==> config.mk <==
export PLATFORM = sky130hd
export DESIGN_NAME = fp_sub_arbiter
export DESIGN_NICKNAME = d
export VERILOG_FILES = /design/src/rtl/fp_sub_pkg.sv /design/src/rtl/rr_arbiter.sv /design/src/rtl/fp_sub_arbiter.sv
export SDC_FILE = /design/constraint.sdc
export NUM_CORES = 1
export LEC_CHECK = 0
export BUFFER_PORTS_ARGS = -buffer_cell sky130_fd_sc_hd__buf_2
export CORE_AREA = 2 2 176 178
export CTS_CLUSTER_SIZE = 20
export DETAILED_ROUTE_END_ITERATION = 7
export DIE_AREA = 0 0 178 180
export SLEW_MARGIN = 20
export SYNTH_ARGS = -nofsm -noshare
export SYNTH_HDL_FRONTEND = slang
export SYNTH_SLANG_ARGS = --single-unit
==> constraint.sdc <==
create_clock -name clk -period 3.5 [get_ports clk]
set_input_delay 0.35 -clock clk [delete_from_list [all_inputs] [get_ports clk]]
set_output_delay 0.35 -clock clk [all_outputs]
set_load 0.03 [all_outputs]
==> src/rtl/fp_sub_pkg.sv <==
// Shared types and constants for the FP32 subtraction-unit arbiter.
package fp_sub_pkg;
    localparam int FP_W            = 32;
    localparam int FLAG_W          = 5;
    localparam int DEFAULT_TIMEOUT = 64;

    typedef enum logic [1:0] {
        IDLE    = 2'd0,
        LAUNCH  = 2'd1,
        RUN     = 2'd2,
        RECOVER = 2'd3
    } state_t;
endpackage

==> src/rtl/rr_arbiter.sv <==
// Combinational round-robin pick: first requester at or above ptr, wrapping.
module rr_arbiter #(
    parameter int N_REQ = 4,
    parameter int IDX_W = (N_REQ > 1) ? $clog2(N_REQ) : 1
) (
    input  logic [N_REQ-1:0] req,
    input  logic [IDX_W-1:0] ptr,
    output logic [N_REQ-1:0] grant,
    output logic [IDX_W-1:0] grant_idx,
    output logic             grant_any
);
    logic [IDX_W-1:0] cand;

    // Scan from the farthest candidate back to ptr so the nearest requester wins.
    always_comb begin
        grant     = '0;
        grant_idx = '0;
        grant_any = 1'b0;
        cand      = '0;
        for (int k = N_REQ - 1; k >= 0; k--) begin
            cand = IDX_W'((int'(ptr) + k) % N_REQ);
            if (req[cand]) begin
                grant       = '0;
                grant[cand] = 1'b1;
                grant_idx   = cand;
                grant_any   = 1'b1;
            end
        end
    end
endmodule

==> src/rtl/fp_sub_arbiter.sv <==
// Shares one FP32 subtraction unit among N_REQ requesters with round-robin
// arbitration, tagged one-cycle responses and a watchdog abort.
module fp_sub_arbiter
    import fp_sub_pkg::*;
#(
    parameter int N_REQ   = 4,
    parameter int TIMEOUT = DEFAULT_TIMEOUT,
    localparam int CNT_W  = $clog2(TIMEOUT + 1)
) (
    input  logic                     clk,
    input  logic                     rst,
    input  logic [N_REQ-1:0]         req,
    input  logic [FP_W*N_REQ-1:0]    a_in,
    input  logic [FP_W*N_REQ-1:0]    b_in,
    input  logic [FLAG_W*N_REQ-1:0]  flag_a_in,
    input  logic [FLAG_W*N_REQ-1:0]  flag_b_in,
    output logic [N_REQ-1:0]         gnt,
    output logic [N_REQ-1:0]         rsp_valid,
    output logic [FP_W-1:0]          rsp_data,
    output logic                     rsp_err,
    output logic                     busy,
    output logic [FP_W-1:0]          sub_a,
    output logic [FP_W-1:0]          sub_b,
    output logic [FLAG_W-1:0]        sub_flag_a,
    output logic [FLAG_W-1:0]        sub_flag_b,
    output logic                     sub_available,
    input  logic [FP_W-1:0]          sub_out,
    input  logic                     sub_done,
    input  logic                     sub_status
);
    localparam int IDX_W = (N_REQ > 1) ? $clog2(N_REQ) : 1;

    state_t             state;
    state_t             state_next;
    logic [IDX_W-1:0]   ptr;
    logic [IDX_W-1:0]   owner;
    logic [N_REQ-1:0]   owner_oh;
    logic [CNT_W-1:0]   wdog;
    logic [FP_W-1:0]    a_q;
    logic [FP_W-1:0]    b_q;
    logic [FLAG_W-1:0]  fa_q;
    logic [FLAG_W-1:0]  fb_q;

    logic [N_REQ-1:0]   win_oh;
    logic [IDX_W-1:0]   win_idx;
    logic               win_any;
    logic               wdog_expired;

    logic [FP_W-1:0]    a_arr  [N_REQ];
    logic [FP_W-1:0]    b_arr  [N_REQ];
    logic [FLAG_W-1:0]  fa_arr [N_REQ];
    logic [FLAG_W-1:0]  fb_arr [N_REQ];

    // The unit's busy level is monitor-only; control relies on sub_done and the watchdog.
    logic unused_status;
    assign unused_status = sub_status;

    for (genvar g = 0; g < N_REQ; g++) begin : g_unpack
        assign a_arr[g]  = a_in[g*FP_W +: FP_W];
        assign b_arr[g]  = b_in[g*FP_W +: FP_W];
        assign fa_arr[g] = flag_a_in[g*FLAG_W +: FLAG_W];
        assign fb_arr[g] = flag_b_in[g*FLAG_W +: FLAG_W];
    end

    rr_arbiter #(
        .N_REQ (N_REQ),
        .IDX_W (IDX_W)
    ) u_rr (
        .req       (req),
        .ptr       (ptr),
        .grant     (win_oh),
        .grant_idx (win_idx),
        .grant_any (win_any)
    );

    assign wdog_expired = (wdog == CNT_W'(TIMEOUT - 1));

    always_ff @(posedge clk) begin
        if (rst) state <= IDLE;
        else     state <= state_next;
    end

    always_comb begin
        state_next = state;
        case (state)
            IDLE:    if (win_any) state_next = LAUNCH;
            LAUNCH:  state_next = RUN;
            RUN:     if (sub_done || wdog_expired) state_next = RECOVER;
            RECOVER: state_next = IDLE;
            default: state_next = IDLE;
        endcase
    end

    // Operands are frozen at the grant edge so requesters may drop req right after gnt.
    always_ff @(posedge clk) begin
        if (rst) begin
            ptr      <= '0;
            owner    <= '0;
            owner_oh <= '0;
            wdog     <= '0;
            a_q      <= '0;
            b_q      <= '0;
            fa_q     <= '0;
            fb_q     <= '0;
            rsp_data <= '0;
            rsp_err  <= 1'b0;
        end else begin
            case (state)
                IDLE: begin
                    if (win_any) begin
                        a_q      <= a_arr[win_idx];
                        b_q      <= b_arr[win_idx];
                        fa_q     <= fa_arr[win_idx];
                        fb_q     <= fb_arr[win_idx];
                        owner    <= win_idx;
                        owner_oh <= win_oh;
                    end
                end
                LAUNCH: wdog <= '0;
                RUN: begin
                    wdog <= wdog + CNT_W'(1);
                    if (sub_done) begin
                        rsp_data <= sub_out;
                        rsp_err  <= 1'b0;
                    end else if (wdog_expired) begin
                        rsp_data <= '0;
                        rsp_err  <= 1'b1;
                    end
                end
                RECOVER: ptr <= (owner == IDX_W'(N_REQ - 1)) ? '0 : owner + IDX_W'(1);
                default: ;
            endcase
        end
    end

    always_comb begin
        gnt           = '0;
        rsp_valid     = '0;
        sub_available = 1'b0;
        busy          = (state != IDLE);
        case (state)
            LAUNCH: begin
                gnt           = owner_oh;
                sub_available = 1'b1;
            end
            RUN:     sub_available = 1'b1;
            RECOVER: rsp_valid     = owner_oh;
            default: ;
        endcase
    end

    assign sub_a      = a_q;
    assign sub_b      = b_q;
    assign sub_flag_a = fa_q;
    assign sub_flag_b = fb_q;
endmodule

==> out/qor.csv, run 1 <==
metric,value,unit
global route overflow,0,
Worst Clk Skew,0.02145,ns
Die Wd,178,um
post-CTS sizing,0,
Final min period,3.189,ns
CP max-delay cell,ha_1,
top-count cell post-synth,nand2_1,
dpl hpwl,21.53,mm
Post-Syn Area per Cell,8.274,um2
CP Buf/Inv Count,2,
clk_lat worst skew,0.42,ns
share of cells above drive strength 1,0.4245,
Post-Syn Nets,1244,
Die Ht,180,um
# Post-CTS Setup Buffers,0,
register area,0.002482,mm2
Post-Syn Area,0.007388,mm2
yosys warns,0,
WP data required,3.79,ns
Final Hold Violating Endpoints,0,
final setup fails,0,
RSZ-0062 raised after global routing,no,
hold crit path type,input port to register,
post-synthesis mux area share,0.1356,
Metal-1 WL,12.14,mm
power density over the cells,746.9,mW/mm2
Leak Pwr,5.287,nW
Max Fclk,313.5,MHz
top layer in use,met4,
vias in the first global route,7883,
Min-Delay Path Depth,3,
WL final,28.56,mm
DRC,0,
final setup TNS,0,ns
post-synthesis compound-gate area fraction,0.2205,
Ports,453,
"top cells by count, synth","nand2_1 (154), dfxtp_1 (124), mux2i_1 (90), nor2_1 (85), nand3_1 (63)",
CP max stage delay,0.49,ns
antenna violations before repair,0,
Synth area leaders,"dfxtp_1 (34%), mux2i_1 (12%), nand2_1 (7.8%)",
Hold Buf Count CTS,0,
Num CTS Buffers,17,
"FFs w/ async S/R, synth",0,
final worst-path setup slack,0.3107,ns
met3 routed WL,1.914,mm
status,"finished, final reports clean",
largest family of logic cells by synthesized area,simple AND/OR/NAND/NOR gates,
vias per cell,4.796,
gr usage total,0.1717,
FP Rows,64,
footprint of the multi-input gates,0.004529,mm2
Diodes inserted,0,
fill count,3191,
clock tree buffer depth,2,
adder-cell share of the synthesized area,0.02540,
Crit path max-delay family,simple AND/OR/NAND/NOR gates,
Gate Count Post-Synth,893,
worst setup path category,register to register,
Crit path depth,9,
Yosys top cell by area,dfxtp_1,
global-route wire length before repair,43.09,mm
area grow syn2layout,43.79,%
die area,0.03204,mm2
clk sink count,124,
H-Tree Depth,4,
crit-path cells,inv_1 > ha_1 > mux4_2 > nor2b_4 > or2_2 > buf_4 > mux2i_1 > a211o_1 > o211ai_1,
worst hold start,sub_out[15],
worst reg2reg path depth,9,
CTS clock-pin slew for the worst setup and hold paths,0.07,ns
Rel. slew slack,0.4071,
drt pass-1 iters,5,
simple-gate share of the synthesized area,0.2213,
crit path max fanout,16,
Initial Util,0.2447,
PortBufs,451,
CTS Root Cell,clkbuf_16,
CP startpoint kind,register,
Crit path arrival time,3.48,ns
Final nets,1662,
Main synth FF type,dfxtp_1,
Peak supply drop,0.2971,mV
DP Worst Slack,0.3200,ns
sequential element share of the synthesized area,0.3360,
Initial DRC Count,334,
XOR/XNOR Fraction of Synth Area,0.005927,
WL/cell,16.60,um
number of max-cap violations,0,
Worst Setup SP,ptr[0],
GPL Wtd Cong,0.8888,
Slew Limit Fails,0,
nature of the critical path endpoint,register,
Post-synth EDFFs,0,
pin count of the biggest net entering global routing,63,
"Distinct cells, synth",51,
reg2reg start,ptr[0],
metal2 WL,13.78,mm
Placeable Area,0.03019,mm2
pin slew with the least headroom to its limit,0.8872,ns
Seq cells post-synth,124,
Post-DRT Antenna Nets,0,
fin crit share,0.9112,
post-synth top area share,0.3360,
vias,8249,
CTS tree,built,
==> per-layer routing <==
| metal | GRT usage | vias to the layer above |
|---|---|---|
| met4 | 0.05574 | 0 |
| met1 | 0.2152 | 3796 |
| met5 | 0 | - |
| li1 | - | 4070 |
| met2 | 0.2888 | 337 |
| met3 | 0.03892 | 46 |
==> tightest hold or removal path, stage by stage <==
cell and delay [ns]:
buf_2 0.08, a22oi_1 0.07, nor2_1 0.07
==> cell families (layout without fill, tap and decap cells) <==
group           Yosys count  count (layout)
simple gates            360             360
compound gates          209             209
flops                   124             124
mux                      97              97
buf+inv                  83             514
fa+ha+maj                15              15
xor+xnor                  5               5
==> worst paths after layout <==
check	end	slack (ns)
worst max-delay path	sub_b[30]	0.31
worst min register to register	sub_a[6]	0.47
worst max register to register	sub_b[30]	0.31
worst min-delay path	rsp_data[15]	0.18
==> where the power goes <==
group / internal [mW] / switching (mW) / total, mW
clock: 1.10 / 0.800 / 1.90
sequential: 1.86 / 0.225 / 2.08
combinational: 1.37 / 2.58 / 3.95
total: 4.33 / 3.60 / 7.93
==> stage by stage <==
step                utilization  instances  area (um2)  power (mW)  hold slack (ns)
detailed placement       0.3315       1688       10010       6.084           0.4534
CTS                      0.3518       1720       10620       8.030           0.1602
global route             0.3519       1720       10620       8.417           0.1658
floorplan                     -        893        7388       4.836           0.4587
global placement         0.3315       1688       10010       6.047           0.4481
finish                   0.3519       1720       10620       7.934           0.1808
==> layout by cell type, fill, tap and decap left out, drive strengths merged <==
cell type / instances
mux2: 5
a221o: 2
mux2i: 90
a211o: 23
xor2: 3
nand4: 3
clkinv: 2
nor2b: 2
a22oi: 36
nor4: 1
nor2: 86
and2: 10
nand2b: 2
o211ai: 23
o21bai: 19
a221oi: 20
buf: 475
a2111oi: 3
nand3b: 1
ha: 15
nand3: 64
dfxtp: 124
nor3: 3
a21oi: 13
inv: 16
or2: 1
clkbuf: 18
nor3b: 31
mux4: 2
or3: 1
bufinv: 2
clkinvlp: 1
a21o: 5
xnor2: 2
a2bb2o: 1
or3b: 1
nand2: 154
o21ai: 27
a31o: 31
a211oi: 6
==> final cells by class <==
| class | count | area share |
|---|---|---|
| Multi-Input combinational cell | 686 | 0.4263 |
| Sequential cell | 124 | 0.2337 |
| Timing Repair Buffer | 475 | 0.2332 |
| Tap cell | 396 | 0.04664 |
| Clock buffer | 18 | 0.04134 |
| Clock inverter | 14 | 0.01637 |
| Inverter | 7 | 0.002473 |
==> sequential cells by signal, indices dropped and copies added, names as in the netlist <==
signal,flops
ptr,2
sub_flag_b,5
sub_flag_a,5
sub_b,32
rsp_err,1
owner_oh,4
owner,2
wdog,7
sub_a,32
rsp_data,32
state,2
No activity file was read; power rests on OpenSTA's default activity.
==> run 2, diff against run 1 <==
==> constraint.sdc (replaced) <==
create_clock -name clk -period 3.4 [get_ports clk]
set_input_delay 0.34 -clock clk [delete_from_list [all_inputs] [get_ports clk]]
set_output_delay 0.34 -clock clk [all_outputs]
set_load 0.03 [all_outputs]
==> run 2 against run 1 <==
Net effect:
- power increased by 1.6%
- critical path depth decreased by 1
- non-clock buffer count increased by 1
- sequential share of layout area increased by 0.083 points
- core utilization decreased by 0.12 points
- final area decreased by 0.35%
- setup slack improved by 0.078 ns
- via count increased by 0.87%
- clock power about the same
- largest power group unchanged
==> out/qor.csv, run 2 (synthesis results as in run 1) <==
metric,value,unit
# Post-CTS Setup Buffers,0,
Clk network pwr share,0.234,
worst setup path category,register to register,
Slew Limit Fails,0,
Worst Clk Skew,0.01605,ns
antenna violations before repair,1,
global route overflow,0,
most frequent cells in the layout,"buf_2 (450), nand2_1 (154), dfxtp_1 (124)",
Comb power frac,0.500,
status,"finished, final reports clean",
gr usage total,0.1680,
crit path max fanout,20,
Post-DRT Antenna Nets,0,
"Power, Total",8.063,mW
"commonest non-fill, non-tap cell in the layout",buf_2,
CTS clock-pin slew for the worst setup and hold paths,0.07,ns
vias,8321,
CTS Root Cell,clkbuf_16,
Rel. slew slack,0.2481,
post-CTS sizing,0,
Final Hold Violating Endpoints,0,
Peak supply drop,0.2818,mV
Die Wd,178,um
fin crit share,0.8856,
vias per cell,4.835,
switching pwr,3.711,mW
DRC,0,
RSZ-0062 raised after global routing,no,
clock tree buffer depth,2,
Ports,453,
clk_lat worst skew,0.42,ns
Sw Ratio,0.4603,
number of max-cap violations,0,
nature of the critical path endpoint,register,
pin count of the biggest net entering global routing,63,
WP data required,3.76,ns
Num CTS Buffers,17,
share of cells above drive strength 1,0.4242,
Final min period,3.011,ns
area grow syn2layout,43.29,%
final setup fails,0,
GPL Wtd Cong,0.8750,
Crit path arrival time,3.37,ns
power density over the cells,761.6,mW/mm2
vias in the first global route,7904,
pin slew with the least headroom to its limit,1.127,ns
drt pass-1 iters,5,
dpl hpwl,21.67,mm
die area,0.03204,mm2
Reg power frac,0.266,
Diodes inserted,0,
H-Tree Depth,4,
Placeable Area,0.03019,mm2
CTS tree,built,
WL final,28.39,mm
PortBufs,451,
CP startpoint kind,register,
Final nets,1663,
Die Ht,180,um
final setup TNS,0,ns
Leak Pwr,5.267,nW
FP Rows,64,
Pint,4.352,mW
Initial Util,0.2447,
global-route wire length before repair,42.27,mm
hold crit path type,input port to register,
Initial DRC Count,391,
clk sink count,124,
WL/cell,16.50,um
Hold Buf Count CTS,0,
Max Fclk,332.1,MHz
## run 2: cell count changes in the layout (fill, tap and decap cells not counted)
cell        delta
inv_8          +1
clkinv_4       -1
bufinv_16      -1
buf_12         -2
clkinvlp_4     +1
nand2_1        +1
nand2_2        -1
clkinv_8       +1
clkbuf_8       -1
buf_4          +3
## run 2: critical path, cell delays in order (launching register included)
cell	delay, ns
dfxtp_1	0.33
inv_1	0.11
ha_1	0.46
mux4_2	0.45
nor2b_4	0.21
or2_2	0.58
mux2i_1	0.15
a2111oi_0	0.47
a221o_1	0.17
## run 2: worst paths after layout
path	from	slack, ns	cells past startpoint	endpoint
worst max-delay path	ptr[1]	0.39	8	sub_a[25]
worst min-delay path	sub_out[13]	0.18	3	rsp_data[13]
worst max register to register	ptr[1]	0.39	8	sub_a[25]
worst min register to register	sub_a[10]	0.46	2	sub_a[10]
## run 2: per-layer routing
metal / wire length [um] / part of all wire / track usage
met5: 0 / 0 / 0
met4: 619 / 0.022 / 0.05082
met3: 1801 / 0.063 / 0.03426
met2: 13990 / 0.49 / 0.2891
met1: 11980 / 0.42 / 0.2089
## run 2: stage by stage
| step | util | hold slack (ns) | worst slack (ns) | cell area (um2) | instances |
|---|---|---|---|---|---|
| finish | 0.3507 | 0.1765 | 0.3889 | 10590 | 1721 |
| global route | 0.3507 | 0.1571 | 0.1740 | 10590 | 1721 |
| CTS | 0.3507 | 0.1527 | 0.4036 | 10590 | 1721 |
| detailed placement | 0.3309 | 0.4540 | 0.4190 | 9991 | 1689 |
| global placement | 0.3309 | 0.4491 | 0.4773 | 9991 | 1689 |
| floorplan | - | 0.4587 | 0.4726 | 7388 | 893 |
## run 2: cell type report
class | instances | area [um2]
Clock inverter | 15 | 170.2
Timing Repair Buffer | 476 | 2460
Fill cell | 3200 | 19600
Multi-Input combinational cell | 686 | 4527
Inverter | 7 | 26.28
Sequential cell | 124 | 2482
Clock buffer | 17 | 425.4
Tap cell | 396 | 495.5
## run 2: power by group through the flow
stage / combinational, mW / clock, mW / sequential, mW
CTS: 4.08 / 1.96 / 2.14
detailed placement: 4.07 / 0 / 2.17
global placement: 4.04 / 0 / 2.16
finish: 4.03 / 1.89 / 2.14
global route: 4.33 / 2.01 / 2.20
floorplan: 2.01 / 0 / 2.96
==> run 3, diff against run 2 <==
--- a/config.mk
+++ b/config.mk
@@ -10,6 +10,7 @@
 export CTS_CLUSTER_SIZE = 20
 export DETAILED_ROUTE_END_ITERATION = 7
 export DIE_AREA = 0 0 178 180
+export PLACE_DENSITY = 0.57
 export SLEW_MARGIN = 20
 export SYNTH_ARGS = -nofsm -noshare
 export SYNTH_HDL_FRONTEND = slang
==> run 3 against run 2 <==
Net effect:
- via count decreased by 1.8%
- global-route usage rose by 0.59 points
- sequential power about the same
- power is 0.29% higher
- critical path depth increased by 1
- combinational power is 1% higher
- flip-flop and latch count did not move
- clock power is essentially flat
- non-clock buffer count is 2 higher
- fmax decreased by 2.6%
- core utilization is 0.066 points higher
- die area did not move
- critical path type unchanged
- largest cell class unchanged
- largest power group unchanged
- highest routed layer is now met5
==> out/qor.csv, run 3 (synthesis results as in run 1) <==
metric,value,unit
die area,0.03204,mm2
"Power, Total",8.087,mW
WL/cell,16.54,um
Max Fclk,323.4,MHz
Die Ht,180,um
Hold Buf Count CTS,0,
worst setup path category,register to register,
Worst Clk Skew,0.01643,ns
PortBufs,451,
Final min period,3.092,ns
status,"finished, final reports clean",
number of max-cap violations,0,
antenna violations before repair,3,
global-route wire length before repair,43.19,mm
Final nets,1665,
WP data required,3.68,ns
pin slew with the least headroom to its limit,1.066,ns
Initial DRC Count,422,
CP startpoint kind,register,
met3 routed WL,1.526,mm
area grow syn2layout,43.56,%
dpl hpwl,21.67,mm
"commonest non-fill, non-tap cell in the layout",buf_2,
worst reg2reg path depth,9,
register area,0.002482,mm2
gr usage total,0.1738,
Rel. slew slack,0.2879,
Min-Delay Path Depth,3,
Final Hold Violating Endpoints,0,
hold crit path type,input port to register,
pin count of the biggest net entering global routing,64,
Leak Pwr,5.280,nW
CTS Root Cell,clkbuf_16,
DRC,0,
share of cells above drive strength 1,0.4243,
Placeable Area,0.03019,mm2
drt pass-1 iters,5,
"Core Util, Final",0.3513,
footprint of the multi-input gates,0.004519,mm2
final worst-path setup slack,0.3081,ns
Num CTS Buffers,17,
vias,8174,
post-CTS sizing,0,
CTS tree,built,
fin crit share,0.9094,
Post-DRT Antenna Nets,0,
WL final,28.54,mm
crit path max fanout,27,
final setup TNS,0,ns
# Post-CTS Setup Buffers,0,
metal2 WL,14.26,mm
FP Rows,64,
nature of the critical path endpoint,register,
clk sink count,124,
clock tree buffer depth,2,
vias per cell,4.739,
final setup fails,0,
CTS clock-pin slew for the worst setup and hold paths,0.07,ns
final instance area,0.01061,mm2
power density over the cells,762.4,mW/mm2
Peak supply drop,0.3077,mV
fill count,3200,
RSZ-0062 raised after global routing,no,
vias in the first global route,7815,
placed cell area,0.01001,mm2
H-Tree Depth,4,
GPL Wtd Cong,0.9233,
most frequent cells in the layout,"buf_2 (450), nand2_1 (154), dfxtp_1 (124)",
top layer in use,met5,
Initial Util,0.2447,
Slew Limit Fails,0,
Crit path arrival time,3.37,ns
Ports,453,
Die Wd,178,um
global route overflow,0,
DP Worst Slack,0.3147,ns
clk_lat worst skew,0.42,ns
Metal-1 WL,12.31,mm
## run 3: cell count changes in the layout (fill, tap and decap cells not counted), sizes merged
cell,delta
clkinv,-1
buf,+2
inv,+1
diode,+2
## run 3: cell type report
class	instances	share of cell area
Tap cell	396	0.04671
Timing Repair Buffer	478	0.2345
Antenna cell	2	0.0004719
Clock inverter	15	0.01557
Sequential cell	124	0.2340
Multi-Input combinational cell	686	0.4261
Clock buffer	17	0.04011
Inverter	7	0.002477
## run 3: through the flow
step / std cells / hold slack, ns
after floorplan: 893 / 0.4587
after global placement: 1691 / 0.4483
after detailed placement: 1691 / 0.4533
after CTS: 1723 / 0.1437
after global routing: 1725 / 0.1445
final: 1725 / 0.1677
## run 3: worst max-delay path, stage by stage (launching register included)
cell and delay, ns:
dfxtp_1 0.44, inv_1 0.09, ha_1 0.44, mux4_2 0.45
o21bai_4 0.23, nand3_4 0.08, and2_4 0.50, buf_12 0.25
mux2i_1 0.35, o211ai_1 0.12
## run 3: path summary, 6_finish.rpt
path	start	endpoint	slack, ns
max	ptr[0]	sub_b[18]	0.31
min	sub_out[20]	rsp_data[20]	0.17
max reg2reg	ptr[0]	sub_b[18]	0.31
min reg2reg	sub_b[14]	sub_b[14]	0.46
## run 3: routing by layer
layer / track usage / vias to the layer above
met1: 0.2177 / 3782
met5: 0 / -
met2: 0.3000 / 289
met3: 0.03596 / 27
met4: 0.04656 / 2
li1: - / 4074
## run 3: power breakdown
part / switching (mW) / leakage, nW / internal [mW]
Clock: 0.814 / 0.287 / 1.05
Sequential: 0.217 / 1.02 / 1.91
Combinational: 2.67 / 3.97 / 1.42
Total: 3.70 / 5.28 / 4.38
